<file path="src/rtl/bpsk_pkg.sv">
// rtl/bpsk_pkg.sv - shared types and defaults for the BPSK symbol RAM arbiter
//
// Contents:
//   arb_state_t     : arbiter FSM states (ARB, DRAIN, LOCKED)
//   *_DEF constants : default address/data widths, read latency, write wait limit

package bpsk_pkg;

   localparam int ADDR_W_DEF     = 8;
   localparam int DATA_W_DEF     = 8;
   localparam int RD_LATENCY_DEF = 2;
   localparam int MAX_WAIT_DEF   = 15;

   typedef enum logic [1:0] {
      ARB    = 2'd0,
      DRAIN  = 2'd1,
      LOCKED = 2'd2
   } arb_state_t;

endpackage

</file>
<file path="src/rtl/bpsk_ram_arbiter_rd_valid_pipe.sv">
// rtl/bpsk_ram_arbiter_rd_valid_pipe.sv - read valid shift register with in-flight empty flag
//
// Ports:
//   clk, rst_n : clock, synchronous active-low reset
//   in_valid   : a read command is on the RAM port this cycle
//   out_valid  : read data is on the RAM output this cycle
//   empty      : no read is on the RAM port or inside the pipeline

module rd_valid_pipe #(
   parameter int DEPTH = 2
) (
   input  logic clk,
   input  logic rst_n,
   input  logic in_valid,
   output logic out_valid,
   output logic empty
);

   logic [DEPTH-1:0] sr;

   always_ff @(posedge clk) begin
      if (!rst_n) begin
         sr <= '0;
      end else begin
         sr[0] <= in_valid;
         for (int i = 1; i < DEPTH; i++) begin
            sr[i] <= sr[i-1];
         end
      end
   end

   assign out_valid = sr[DEPTH-1];
   // The command currently on the RAM port counts as in flight too.
   assign empty     = ~in_valid & ~(|sr);

endmodule

</file>
<file path="src/rtl/bpsk_ram_arbiter.sv">
// rtl/bpsk_ram_arbiter.sv - shares BPSK symbol BRAM port B between modulator reads and loader writes
//
// Ports:
//   clk, rst_n                   : clock, synchronous active-low reset
//   rd_req/rd_addr/rd_gnt        : modulator read request (held until granted), combinational grant
//   rd_valid/rd_data             : one-cycle read return strobe and byte
//   wr_req/wr_addr/wr_data/wr_gnt: loader write request (held until granted), combinational grant
//   lock_req/lock_gnt            : loader exclusive burst request (level) and registered grant
//   ram_*                        : registered BRAM port B command, read data in, active-high reset

module bpsk_ram_arbiter
   import bpsk_pkg::*;
#(
   parameter int ADDR_W     = ADDR_W_DEF,
   parameter int DATA_W     = DATA_W_DEF,
   parameter int RD_LATENCY = RD_LATENCY_DEF,
   parameter int MAX_WAIT   = MAX_WAIT_DEF
) (
   input  logic              clk,
   input  logic              rst_n,
   input  logic              rd_req,
   input  logic [ADDR_W-1:0] rd_addr,
   output logic              rd_gnt,
   output logic              rd_valid,
   output logic [DATA_W-1:0] rd_data,
   input  logic              wr_req,
   input  logic [ADDR_W-1:0] wr_addr,
   input  logic [DATA_W-1:0] wr_data,
   output logic              wr_gnt,
   input  logic              lock_req,
   output logic              lock_gnt,
   output logic              ram_clk,
   output logic              ram_en,
   output logic              ram_we,
   output logic [ADDR_W-1:0] ram_addr,
   output logic [DATA_W-1:0] ram_wr_data,
   input  logic [DATA_W-1:0] ram_rd_data,
   output logic              ram_rst
);

   localparam int CNT_W = $clog2(MAX_WAIT + 1);

   arb_state_t       state, state_nxt;
   logic [CNT_W-1:0] wait_cnt, wait_cnt_nxt;
   logic             forced;
   logic             fire_rd, fire_wr;
   logic             rd_issued;
   logic             pipe_valid, pipe_empty;

   assign ram_clk = clk;

   // A write refused MAX_WAIT times in a row wins the next cycle outright.
   assign forced = (wait_cnt == CNT_W'(MAX_WAIT));

   always_comb begin
      state_nxt    = state;
      rd_gnt       = 1'b0;
      wr_gnt       = 1'b0;
      wait_cnt_nxt = '0;
      case (state)
         ARB: begin
            rd_gnt = rd_req & ~forced;
            wr_gnt = forced ? wr_req : (wr_req & ~rd_req);
            if (wr_req && !wr_gnt) begin
               wait_cnt_nxt = wait_cnt + 1'b1;
            end
            // Grants above still apply in the cycle lock_req rises.
            if (lock_req) begin
               state_nxt = DRAIN;
            end
         end
         DRAIN: begin
            if (!lock_req) begin
               state_nxt = ARB;
            end else if (pipe_empty) begin
               state_nxt = LOCKED;
            end
         end
         LOCKED: begin
            wr_gnt = wr_req & lock_req;
            if (!lock_req) begin
               state_nxt = ARB;
            end
         end
         default: state_nxt = ARB;
      endcase
   end

   assign fire_rd   = rd_req & rd_gnt;
   assign fire_wr   = wr_req & wr_gnt;
   assign rd_issued = ram_en & ~ram_we;

   always_ff @(posedge clk) begin
      if (!rst_n) begin
         state       <= ARB;
         wait_cnt    <= '0;
         lock_gnt    <= 1'b0;
         ram_rst     <= 1'b1;
         ram_en      <= 1'b0;
         ram_we      <= 1'b0;
         ram_addr    <= '0;
         ram_wr_data <= '0;
      end else begin
         state    <= state_nxt;
         wait_cnt <= wait_cnt_nxt;
         lock_gnt <= (state_nxt == LOCKED);
         ram_rst  <= 1'b0;
         ram_en   <= fire_rd | fire_wr;
         ram_we   <= fire_wr;
         if (fire_wr) begin
            ram_addr    <= wr_addr;
            ram_wr_data <= wr_data;
         end else if (fire_rd) begin
            ram_addr <= rd_addr;
         end
      end
   end

   rd_valid_pipe #(
      .DEPTH (RD_LATENCY)
   ) u_rd_valid_pipe (
      .clk       (clk),
      .rst_n     (rst_n),
      .in_valid  (rd_issued),
      .out_valid (pipe_valid),
      .empty     (pipe_empty)
   );

   assign rd_valid = pipe_valid;
   assign rd_data  = pipe_valid ? ram_rd_data : '0;

endmodule

</file>
<file path="config.mk">
export PLATFORM = sky130hd
export DESIGN_NAME = bpsk_ram_arbiter
export DESIGN_NICKNAME = d
export VERILOG_FILES = /design/src/rtl/bpsk_pkg.sv /design/src/rtl/bpsk_ram_arbiter_rd_valid_pipe.sv /design/src/rtl/bpsk_ram_arbiter.sv
export SDC_FILE = /design/constraint.sdc
export NUM_CORES = 1
export LEC_CHECK = 0
export CAP_MARGIN = 25
export CORE_ASPECT_RATIO = 1.75
export CORE_MARGIN = 2
export CORE_UTILIZATION = 41
export CTS_BUF_LIST = sky130_fd_sc_hd__clkbuf_8
export DETAILED_ROUTE_END_ITERATION = 8
export PLACE_DENSITY = 0.85
export SLEW_MARGIN = 5
export SYNTH_ARGS = -nofsm -noshare
export SYNTH_HDL_FRONTEND = slang
export SYNTH_SLANG_ARGS = --single-unit
</file>
<file path="constraint.sdc">
create_clock -name clk -period 6.65 [get_ports clk]
set_input_delay 1.995 -clock clk [delete_from_list [all_inputs] [get_ports clk]]
set_output_delay 1.995 -clock clk [all_outputs]
set_load 0.05 [all_outputs]
</file>
==> out/results.ini <==
[layout]
utilization_pct = 72.4
area_growth_pct = 69.2
stdcell_area_um2 = 1920
fin_nets = 229
final_cell_mix = clkdlybuf4s50_1, dfxtp_1, and2_1
layout_commonest_cell = clkdlybuf4s50_1
seq_area_um2 = 561
fin_cells = 217
drive_above_1_share_pct = 6.32
multi_input_area_um2 = 500
fillCellCount = 202
diodes = 0

[global_routing]
antenna_found_initial = 0
grt_pass1_wl_mm = 5.04
grt-ovfl-total = 0
grt_pass1_vias = 1206
grt_max_degree = 26
track_usage_pct = 21.6

[power]
ir_drop_v = 0.000209
powerDensity_nw_per_um2 = 249
power_mw = 0.480
power_leakage_nw = 0.763

[setup_path]
cp_cell_sequence = clkbuf_8 > clkbuf_8 > clkdlybuf4s50_1
max_stage_delay_ps = 690
critPathMostFrequentCell = clkbuf_8
crit_slowest_cell = clkdlybuf4s50_1
critical_path.endpoint_type = output pin
cp.required_ps = 4660
cp.arrival_ps = 4230
critPathKind = clk -> out
critPathMaxFanout = 2
cp-start-kind = clock port

[synth]
syn-num-nets = 157
synth-simple-area-share_pct = 20.5
syn_area_um2 = 1140
synthXorXnorAreaFrac_pct = 1.54
ys_types = 26
synth_async_sr_flop_share_pct = 0
synth_edf_count = 0
syn_avg_cell_area_um2 = 9.56
synth-main-ff-cell = dfxtp_1
synth_top_family_by_area = simple AND/OR/NAND/NOR gates
ys_seq_elements = 28
synth_compound_area_share_pct = 13.0
synth_cells = 119
ys.warnings.count = 0
yosysSeqAreaShare_pct = 49.3
synth_fa_ha_area_share_pct = 1.10
synth.area.mux_share_pct = 7.92

[detailed_routing]
first_iter_violations = 13
drc_errors = 0
vias = 1133
wirelength_mm = 3.19
avgViaCountPerCell = 5.22
wl_per_cell_um = 14.7
postRouteAntennaNets = 0
dr.pass1.iters = 4

[timing]
final_hold_viol_count = 0
slew_headroom_pct = 64.7
setup_viol = 0
drv_slew = 0
tightest_slew_ps = 528
rsz0062_at_grt = no
setup_tns_ps = 0
finClkSkew_ps = 8.86

[floorplanning]
rows = 25
die_y_um = 73.7
initial_utilization_pct = 42.8
fp.dieW_um = 43.8
coreArea_um2 = 2660
ios = 69
die-area_um2 = 3230

[clock_network]
clk_latency_ps = 380
cts_resized = 0
cts_hold_buf = 0
tritoncts = yes
cts.clk_slew.worst_paths_ps = 90
post-cts-setup-buffers = 0

[placed_design]
gp_congestion = 0.744
dp_cells = 210
portBuffers = 68
hpwl_mm = 2.45
place_area_um2 = 1830

[flow_run]
drv_cap = 0

[run_status]
status = finished, final reports clean

[min_path]
hp-class = reg -> reg

## cell type report
type / instances / area share (%)
clock buffer: 8 / 5.53
inverter: 12 / 2.34
multi-input combinational: 74 / 26.0
sequential: 28 / 29.1
tap: 27 / 1.76
timing repair buffer: 68 / 35.2
## path summary, 6_finish.rpt
kind,from,cells after the start,end,slack [ps]
worst max-delay path,clk,3,ram_clk,420
worst min-delay path,u_rd_valid_pipe.sr[0],1,u_rd_valid_pipe.sr[1],470
worst max register to register,wait_cnt[0],6,ram_addr[0],4660
worst min register to register,u_rd_valid_pipe.sr[0],1,u_rd_valid_pipe.sr[1],470
## sequential cells by signal (all words and copies together), names as in the netlist
| signal | flops |
|---|---|
| state | 2 |
| wait_cnt | 4 |
| ram_addr | 8 |
| u_rd_valid_pipe.sr | 2 |
| lock_gnt | 1 |
| ram_wr_data | 8 |
| ram_rst | 1 |
| ram_en | 1 |
| ram_we | 1 |
## synthesized netlist by cell type (2+ instances only)
library cell	count	share of area [%]
dfxtp_1	28	49
and2_1	11	6.1
inv_1	10	3.3
nand2_1	10	3.3
nor2_1	10	3.3
mux2i_1	9	7.9
a21oi_1	7	3.1
a221oi_1	7	5.4
nor3_1	4	1.8
nor2b_1	3	1.7
and3_1	2	1.1
clkbuf_1	2	0.66
clkinv_1	2	0.66
nand3_1	2	0.88
## per-layer routing
layer  up-vias  global-route usage, %  wire length, µm
li1        544                      -                -
met1       524                   19.3             1100
met5         -                      0                0
met3        11                   4.91              224
met2        54                   40.2             1740
met4         0                   14.8              127
## report_power, final
| part | internal [mW] | switching [mW] | leakage (nW) |
|---|---|---|---|
| Sequential | 0.177 | 0.00580 | 0.230 |
| Combinational | 0.0472 | 0.0622 | 0.479 |
| Clock | 0.101 | 0.0855 | 0.0542 |
| Total | 0.326 | 0.154 | 0.763 |
## metrics by stage
| step | hold slack, ps | setup slack, ps |
|---|---|---|
| 3_3_place_gp | 438 | 620 |
| 2_1_floorplan | 421 | 1160 |
| 6_report | 468 | 421 |
| 4_1_cts | 474 | 414 |
| 3_5_place_dp | 449 | 539 |
| 5_1_grt | 506 | 395 |
## cell families (layout without fill, tap and decap cells)
family | Yosys count | after routing
AO/OA/AOI/OAI | 17 | 17
XOR/XNOR | 2 | 2
adder cells (fa/ha/maj) | 1 | 1
buffers and inverters | 17 | 88
flip-flops | 28 | 28
multiplexers | 9 | 9
AND/OR/NAND/NOR | 45 | 45
## critical path, delay by kind of cell
kind / cells / cell delay [ps]
buf+inv: 3 / 910
(Power assumes the default switching activity.)
